==> src/rtl/cpu_core.sv <==
// cpu_core: multi-cycle 8-bit CPU (FETCH/DECODE/EXECUTE) running 32-bit instructions
// from a flattened read-only program bus; all architectural state is exported for debug.
`default_nettype none

module cpu_core #(
  parameter int RAM_SIZE = 8
) (
  input  logic                    clk,
  input  logic                    reset,
  input  logic [RAM_SIZE*32-1:0]  ram,
  output logic [7:0]              flags,
  output logic [7:0]              al,
  output logic [7:0]              bl,
  output logic [7:0]              cl,
  output logic [7:0]              dl,
  output logic [31:0]             ir,
  output logic [15:0]             clks,
  output logic [7:0]              pc,
  output logic [1:0]              state
);

  typedef enum logic [1:0] {
    S_FETCH  = 2'd0,
    S_DECODE = 2'd1,
    S_EXEC   = 2'd2,
    S_HALT   = 2'd3
  } state_t;

  state_t      cur_state, nxt_state;
  logic [7:0]  regs [4];
  logic [3:0]  flag_q;            // {V, S, C, Z}
  logic [31:0] fetch_word;

  logic [7:0]  op, imm, op_a, op_b, alu_res;
  logic [1:0]  rd, rs;
  logic [8:0]  wide;
  logic        new_c, new_v, wr_reg, wr_flags, take_jmp;

  assign op  = ir[31:24];
  assign rd  = ir[17:16];
  assign rs  = ir[9:8];
  assign imm = ir[7:0];

  // Words at or beyond RAM_SIZE read as NOP.
  always_comb begin
    fetch_word = 32'h0;
    for (int i = 0; i < RAM_SIZE; i++) begin
      if ({24'd0, pc} == i[31:0])
        fetch_word = ram[i*32 +: 32];
    end
  end

  always_comb begin
    op_a     = regs[rd];
    op_b     = regs[rs];
    wide     = 9'd0;
    alu_res  = 8'd0;
    new_c    = flag_q[1];
    new_v    = 1'b0;
    wr_reg   = 1'b0;
    wr_flags = 1'b0;
    take_jmp = 1'b0;
    case (op)
      8'h01: begin alu_res = imm;  wr_reg = 1'b1; end
      8'h02: begin alu_res = op_b; wr_reg = 1'b1; end
      8'h03, 8'h09, 8'h0B: begin
        if (op == 8'h09)      op_b = imm;
        else if (op == 8'h0B) op_b = 8'd1;
        wide     = {1'b0, op_a} + {1'b0, op_b};
        alu_res  = wide[7:0];
        if (op != 8'h0B) new_c = wide[8];
        new_v    = (op_a[7] == op_b[7]) && (alu_res[7] != op_a[7]);
        wr_reg   = 1'b1;
        wr_flags = 1'b1;
      end
      8'h04, 8'h08, 8'h0A, 8'h0C: begin
        if (op == 8'h0A)      op_b = imm;
        else if (op == 8'h0C) op_b = 8'd1;
        // Bit 8 of the widened difference is the unsigned borrow.
        wide     = {1'b0, op_a} - {1'b0, op_b};
        alu_res  = wide[7:0];
        if (op != 8'h0C) new_c = wide[8];
        new_v    = (op_a[7] != op_b[7]) && (alu_res[7] != op_a[7]);
        wr_reg   = (op != 8'h08);
        wr_flags = 1'b1;
      end
      8'h05, 8'h06, 8'h07: begin
        if (op == 8'h05)      alu_res = op_a & op_b;
        else if (op == 8'h06) alu_res = op_a | op_b;
        else                  alu_res = op_a ^ op_b;
        new_c    = 1'b0;
        wr_reg   = 1'b1;
        wr_flags = 1'b1;
      end
      8'h10: take_jmp = 1'b1;
      8'h11: take_jmp = flag_q[0];
      8'h12: take_jmp = ~flag_q[0];
      8'h13: take_jmp = flag_q[1];
      8'h14: take_jmp = ~flag_q[1];
      default: ;
    endcase
  end

  always_comb begin
    nxt_state = cur_state;
    case (cur_state)
      S_FETCH:  nxt_state = S_DECODE;
      S_DECODE: nxt_state = S_EXEC;
      S_EXEC:   nxt_state = (op == 8'hFF) ? S_HALT : S_FETCH;
      S_HALT:   nxt_state = S_HALT;
      default:  nxt_state = S_FETCH;
    endcase
  end

  always_ff @(posedge clk or negedge reset) begin
    if (!reset) cur_state <= S_FETCH;
    else        cur_state <= nxt_state;
  end

  always_ff @(posedge clk or negedge reset) begin
    if (!reset) begin
      pc     <= 8'd0;
      ir     <= 32'd0;
      clks   <= 16'd0;
      flag_q <= 4'd0;
      for (int i = 0; i < 4; i++) regs[i] <= 8'd0;
    end else begin
      if (cur_state != S_HALT) clks <= clks + 16'd1;
      case (cur_state)
        S_FETCH:  ir <= fetch_word;
        S_DECODE: pc <= pc + 8'd1;
        S_EXEC: begin
          if (wr_reg)   regs[rd] <= alu_res;
          if (wr_flags) flag_q   <= {new_v, alu_res[7], new_c, (alu_res == 8'd0)};
          if (take_jmp) pc       <= imm;
        end
        default: ;
      endcase
    end
  end

  assign flags = {4'b0000, flag_q};
  assign al    = regs[0];
  assign bl    = regs[1];
  assign cl    = regs[2];
  assign dl    = regs[3];
  assign state = cur_state;

endmodule

`default_nettype wire

==> config.mk <==
export PLATFORM = sky130hd
export DESIGN_NAME = cpu_core
export DESIGN_NICKNAME = d
export VERILOG_FILES = /design/src/rtl/cpu_core.sv
export SDC_FILE = /design/constraint.sdc
export NUM_CORES = 1
export LEC_CHECK = 0
export CAP_MARGIN = 20
export CORE_MARGIN = 4
export CORE_UTILIZATION = 34
export CTS_BUF_LIST = sky130_fd_sc_hd__clkbuf_8
export DETAILED_ROUTE_END_ITERATION = 16
export DONT_BUFFER_PORTS = 1
export PLACE_DENSITY = 0.57
export SYNTH_ARGS = -nofsm -noshare
export SYNTH_HDL_FRONTEND = slang
export SYNTH_SLANG_ARGS = --single-unit
==> constraint.sdc <==
create_clock -name clk -period 4.5 [get_ports clk]
set_clock_uncertainty 0.2 [all_clocks]
set_input_delay 1.125 -clock clk [delete_from_list [all_inputs] [get_ports clk]]
set_output_delay 1.125 -clock clk [all_outputs]
set_load 0.02 [all_outputs]
# Word level (Yosys, flattened, before mapping)

Index checks and enable logic that the tools add are counted.
Widths: inputs -> output; s select.

Multiplexer cells: 37
$add $sub $neg: 4
Reduce and logical (&&, ||, !) cells: 17
Bitwise logic cells: 7
Eq/ne operators: 39
Order comparisons: 3

Operators with widths:

| operator              | count |
|---|---|
| $mux 32               | 8 |
| $mux 8                | 14 |
| $eq 8x3->1 const B    | 8 |
| $eq 8x4->1 const B    | 5 |
| $eq 8x5->1 const B    | 5 |
| $pmux 8 s5            | 1 |
| $bmux 8 s2            | 2 |
| $bwmux 32             | 1 |
| $eq 8x2->1 const B    | 4 |
| $ne 8x4->1 const B    | 3 |
| $add 16x1->16 const B | 1 |
| $demux 8 s2           | 1 |
| $eq 8x1->1 const B    | 2 |
| $logic_not 8->1       | 2 |
| $pmux 8 s2            | 1 |
| $reduce_or 10->1      | 1 |
| $add 8x8->9           | 1 |
| $sub 8x8->9           | 1 |
| $add 8x1->8 const B   | 1 |
| $and 8x8->8           | 1 |
| $eq 8x8->1 const B    | 1 |
| $ne 2x2->1 const B    | 4 |
| $or 8x8->8            | 1 |
| $pmux 2 s4            | 1 |
| other kinds (23)      | 37 |

Output and inout port bits: 98
Bits in registers: 94
Logic and storage cells: 117
Input port bits: 258

# Longest topological paths before layout

Gate-level depths: netlist of the first run.

Depth in word-level cells: 11
Mapped depth: 15
Mapped depth without buffers: 14

# Least setup slack after synthesis of the first run

Ideal clock, no wire load.

Path kind: register -> register
From: register ir[31]
To: register flag_q[0]
Setup time: 0.110 ns
Period minus slack after synthesis: 4.256 ns
Arrival: 3.946 ns
Required time: 4.190 ns
Path buffers: 1
Slack: 0.244 ns
Stages on the path, launching flop included: 16
Cell sequence: dfrtp_1 -> or4_4 -> buf_6 -> nor2_1 -> nand3_1 -> nor2_1 -> a22oi_1 -> ha_1 -> fa_1 -> a211oi_1 -> nor3b_1 -> o22ai_1 -> xnor2_1 -> a21oi_1 -> o21ai_0 -> o41ai_1

Cells in the longest elaborated chain, start to end: 7
Elaborated cells between the ends (all ways): 30
Those cells by class: add/sub: 2; eq/ne: 12; mux: 10; reduce/logical: 6

RTL lines:

| what                                              | line   | RTL |
|---|---|---|
| start, declared                                   | 16     | `output logic [31:0] ir,` |
| start signal, assigned                            | 130    | `S_FETCH: ir <= fetch_word;` |
| $eq 8x4->1                                        | n/a    |  |
| $mux 8, on equally long branches                  | 78, 68 |  |
| $mux 8, on equally long branches                  | 77, 67 |  |
| $mux 8                                            | 63     | `case (op)` |
| $sub 8x8->9 / $add 8x8->9 (equally long branches) | 80, 69 |  |
| $pmux 8 s5                                        | 63     |  |
| $logic_not 8->1                                   | 134    | `if (wr_flags) flag_q <= {new_v, alu_res[7], new_c, (alu_res == 8'd0)};` |
| end signal, assigned                              | 134    |  |
| end, declared                                     | 31     | `logic [3:0] flag_q;` |

Several ways; a longest one is shown, not always the timed one. The select of a mux whose other input is x is not followed.
A chain may end at the register's enable or synchronous reset.

# Final worst setup path of the first run

Same ends and word-level chain as after synthesis.

==> run_results.csv, run 1 <==
group,metric,value,unit
setup_path,cp.required,4.57,ns
global_routing,grt_max_degree,95,
clock_tree,clock-sinks,94,
setup_path,cp_slowest_cell,"or4_4",
sta,period_needed,4.20,ns
logic_synthesis,seq_area_frac_synth,30.5,%
logic_synthesis,synth-compound-area-share,29.3,%
die,start_util,34.9,%
power_and_ir_drop,leakagePower,3.12,nW
sta,fin_hold_ws,0.224,ns
route,routed_via_density,6.70,
setup_path,path_delay_family,"compound AO/OA/AOI/OAI gates",
placement,dp_slack,0.361,ns
route,drt-pass1-iter-count,7,
logic_synthesis,synth_top_family_by_area,"compound AO/OA/AOI/OAI gates",
logic_synthesis,netlist_area,7720,um2
global_routing,grt.met1_usage,35.0,%
sta,finalHoldViolCount,0,
finish,fillers,2261,
setup_path,reg2reg_to,"flag_q[0]$_DFFE_PN0P_",
setup_path,worstSetupPathType,"register to register",
setup_path,cp_data_arrival_time,4.26,ns
sta,setup-violations-final,0,
setup_path,path_max_fanout,8,
setup_path,rr_startpoint,"ir[31]$_DFFE_PN0N_",
outcome,outcome,"finished, final reports clean",
sta,slew_viol_final,0,
route,totalWireLength,34000,um
global_routing,grt.busiest_layer,"met2",
die,core_area,22100,um2
setup_path,ff2ff_path_depth,14,
logic_synthesis,avgSynthCellArea,8.81,um2
die,die_x,159,um
placement,port_buffers,0,
die,die-area,25200,um2
clock_tree,cts_tree,"built",
sta,worst_slew_pin_slew,1.03,ns
clock_tree,ctsHoldBuffers,0,
logic_synthesis,synthAdderAreaFrac,7.01,%
setup_path,reg2reg_slack,0.30,ns
die,fp-row-count,54,
setup_path,cpPeakStageDelay,0.60,ns
logic_synthesis,netlist_instances,876,
clock_tree,cts_root_buffer,"clkbuf_8",
finish,final_area,8260,um2
finish,syn2layout_area_growth,7.07,%
route,wire_per_inst,29.6,um
global_routing,grt_pass1_vias,7260,
logic_synthesis,yosys_register_bits,94,
power_and_ir_drop,cellPowerDensity,501,nW/um2
route,vias,7709,
setup_path,crit_buf_inv,0,
power_and_ir_drop,finalPower,4.14,mW
global_routing,grt_usage,25.8,%
global_routing,grt_pass1_wl,48300,um
logic_synthesis,yosys_warnings,0,
clock_tree,clock_latency,0.39,ns
global_routing,use_met2,38.6,%
placement,dp_cells,1125,
finish,layout-drive-gt1-share,13.2,%
clock_tree,cts.clk_slew.worst_paths,0.12,ns
clock_tree,postCtsSetupRepairBufs,0,
sta,fin_ws,0.305,ns
route,drc,0,
setup_path,cp_cell_sequence,"or4_4, nor2_1, nand3_1, nor2_1, a22oi_1, ha_1, fa_1, a211oi_1, nor3b_1, o22ai_1, xnor2_1, a21oi_1, o21ai_0, o41ai_1",
sta,finalSetupTns,0,ns
clock_tree,cts_max_level,3,
sta,layout_worst_path_cycle_share,93.2,%
sta,slew_headroom,31.3,%
finish,final_util,37.4,%
finish,finalNonFillerCells,1150,
logic_synthesis,async_reset_ff_share,100,%
global_routing,antenna_found_initial,9,
job,drv_cap,0,
global_routing,grtUsageMet3,10.2,%
logic_synthesis,synth_mux_area_share,9.79,%
finish,nets,1156,
clock_tree,cts_max_path_buffers,2,
placement,gp_congestion,1.04,
setup_path,end_kind,"register",
route,drt-initial-drc-count,781,
logic_synthesis,synth_cell_types,69,
global_routing,grt.overflow.total,0,
logic_synthesis,synthSimpleGateAreaFrac,14.9,%
die,die_h,159,um
placement,dpl.hpwl,26800,um
setup_path,cp-start-kind,"register",
setup_path,path_common_cell,"nor2_1",
clock_tree,cts_resized,0,
logic_synthesis,synth_largest_area_cell,"dfrtp_1",
sta,rsz0062_at_grt,"no",
clock_tree,numCtsBuffers,9,
sta,fmax,238,MHz
min_path,hold_path_class,"input port to asynchronous set/reset pin",
power_and_ir_drop,ir_drop,0.267,mV
logic_synthesis,synth_top_area_share,30.5,%
route,ant_nets,0,
logic_synthesis,synth_ff_type,"dfrtp_1",
die,io_pins,356,
logic_synthesis,synthTopCellsByArea,"dfrtp_1, a221oi_1, ha_1, o21ai_0, mux4_2",
logic_synthesis,synth_xor_area_share,3.06,%
placement,place_area,8040,um2
logic_synthesis,synth_edf_count,0,
placed cells by master, fill, tap and decap left out, drive strengths merged, types with 3 or more instances in the layout:
master and count:
nor2 46, mux2 28, a22o 7, nor3 7, o21ai 114, inv 28
a21oi 39, xor2 11, nor2b 8, conb 4, nand2b 6, or2 8
buf 37, and3 5, nand4 11, o22ai 24, nand2 59, and2 6
a221oi 58, a21o 3, mux2i 8, mux4 16, ha 40, a211oi 5
or3 30, clkbuf 9, o211ai 29, diode 9, nor3b 5, xnor2 16
nand3b 4, dfrtp 94, nand3 16, a22oi 23, nor4 3, a31oi 29
logic make-up (layout without fill, tap and decap cells):
logic type | count (synthesis) | after routing
AOI/OAI and AO/OA | 346 | 346
adders and majority gates | 42 | 42
other | 1 | 13
DFF | 94 | 94
muxes | 52 | 52
and+or+nand+nor | 218 | 218
xor gates and xnor gates | 27 | 27
buffers and inverters | 96 | 78
sequential cells by signal, summed over array words and instances, names as in the netlist:
register / cells
bl: 8
cl: 8
flag_q: 4
clks: 16
state: 2
pc: 8
dl: 8
al: 8
ir: 32
worst max path at each step:
| stage | from | end | slack [ns] | cells past startpoint |
|---|---|---|---|---|
| after floorplan | ir[31]$_DFFE_PN0N_ | flag_q[0]$_DFFE_PN0P_ | 0.24 | 15 |
| final | ir[31]$_DFFE_PN0N_ | flag_q[0]$_DFFE_PN0P_ | 0.30 | 14 |
| after global routing | ir[31]$_DFFE_PN0N_ | flag_q[0]$_DFFE_PN0P_ | 0.06 | 14 |
| after global placement | ir[31]$_DFFE_PN0N_ | flag_q[0]$_DFFE_PN0P_ | 0.44 | 14 |
| after CTS | ir[31]$_DFFE_PN0N_ | flag_q[0]$_DFFE_PN0P_ | 0.34 | 14 |
| after detailed placement | ir[31]$_DFFE_PN0N_ | flag_q[0]$_DFFE_PN0P_ | 0.36 | 14 |
Yosys cell counts, types with 18 or more instances:
cell	instances
o21ai_0	88
dfrtp_1	94
clkbuf_1	42
inv_1	23
o211ai_1	28
nor2_1	45
a22oi_1	23
a31oi_1	29
nand2_1	59
mux2_2	24
or3_1	30
buf_2	18
a221oi_1	58
a21oi_1	38
o21ai_1	25
o22ai_1	24
ha_1	40
cell type report:
class | instances | area (um2) | share of cell area [%]
multi-input combinational | 689 | 4960 | 60.1
sequential | 94 | 2350 | 28.5
tap | 280 | 350 | 4.24
timing repair buffer | 37 | 278 | 3.36
clock buffer | 9 | 124 | 1.50
inverter | 25 | 93.8 | 1.14
clock inverter | 7 | 78.8 | 0.954
antenna | 9 | 22.5 | 0.273
metal layers:
layer | vias up | part of all wire (%)
met1 | 3815 | 41
met3 | 54 | 12
li1 | 3351 | -
met4 | 6 | 2.2
met2 | 483 | 44
met5 | - | 0.10
where the power goes:
part | switching, mW | leakage (nW) | internal, mW | total (mW)
Combinational | 1.06 | 1.82 | 0.629 | 1.69
Clock | 0.356 | 0.104 | 0.265 | 0.620
Sequential | 0.733 | 1.20 | 1.09 | 1.82
Total | 2.15 | 3.12 | 1.99 | 4.14
(Power assumes the default switching activity.)
==> run 2: changes to the inputs <==
--- a/config.mk
+++ b/config.mk
@@ -12,6 +12,7 @@
 export DETAILED_ROUTE_END_ITERATION = 16
 export DONT_BUFFER_PORTS = 1
 export PLACE_DENSITY = 0.57
+export RECOVER_POWER = 25
 export SYNTH_ARGS = -nofsm -noshare
 export SYNTH_HDL_FRONTEND = slang
 export SYNTH_SLANG_ARGS = --single-unit
==> results of run 2 <==
Same layout as run 1: the final DEF is identical, and so are final timing and power.
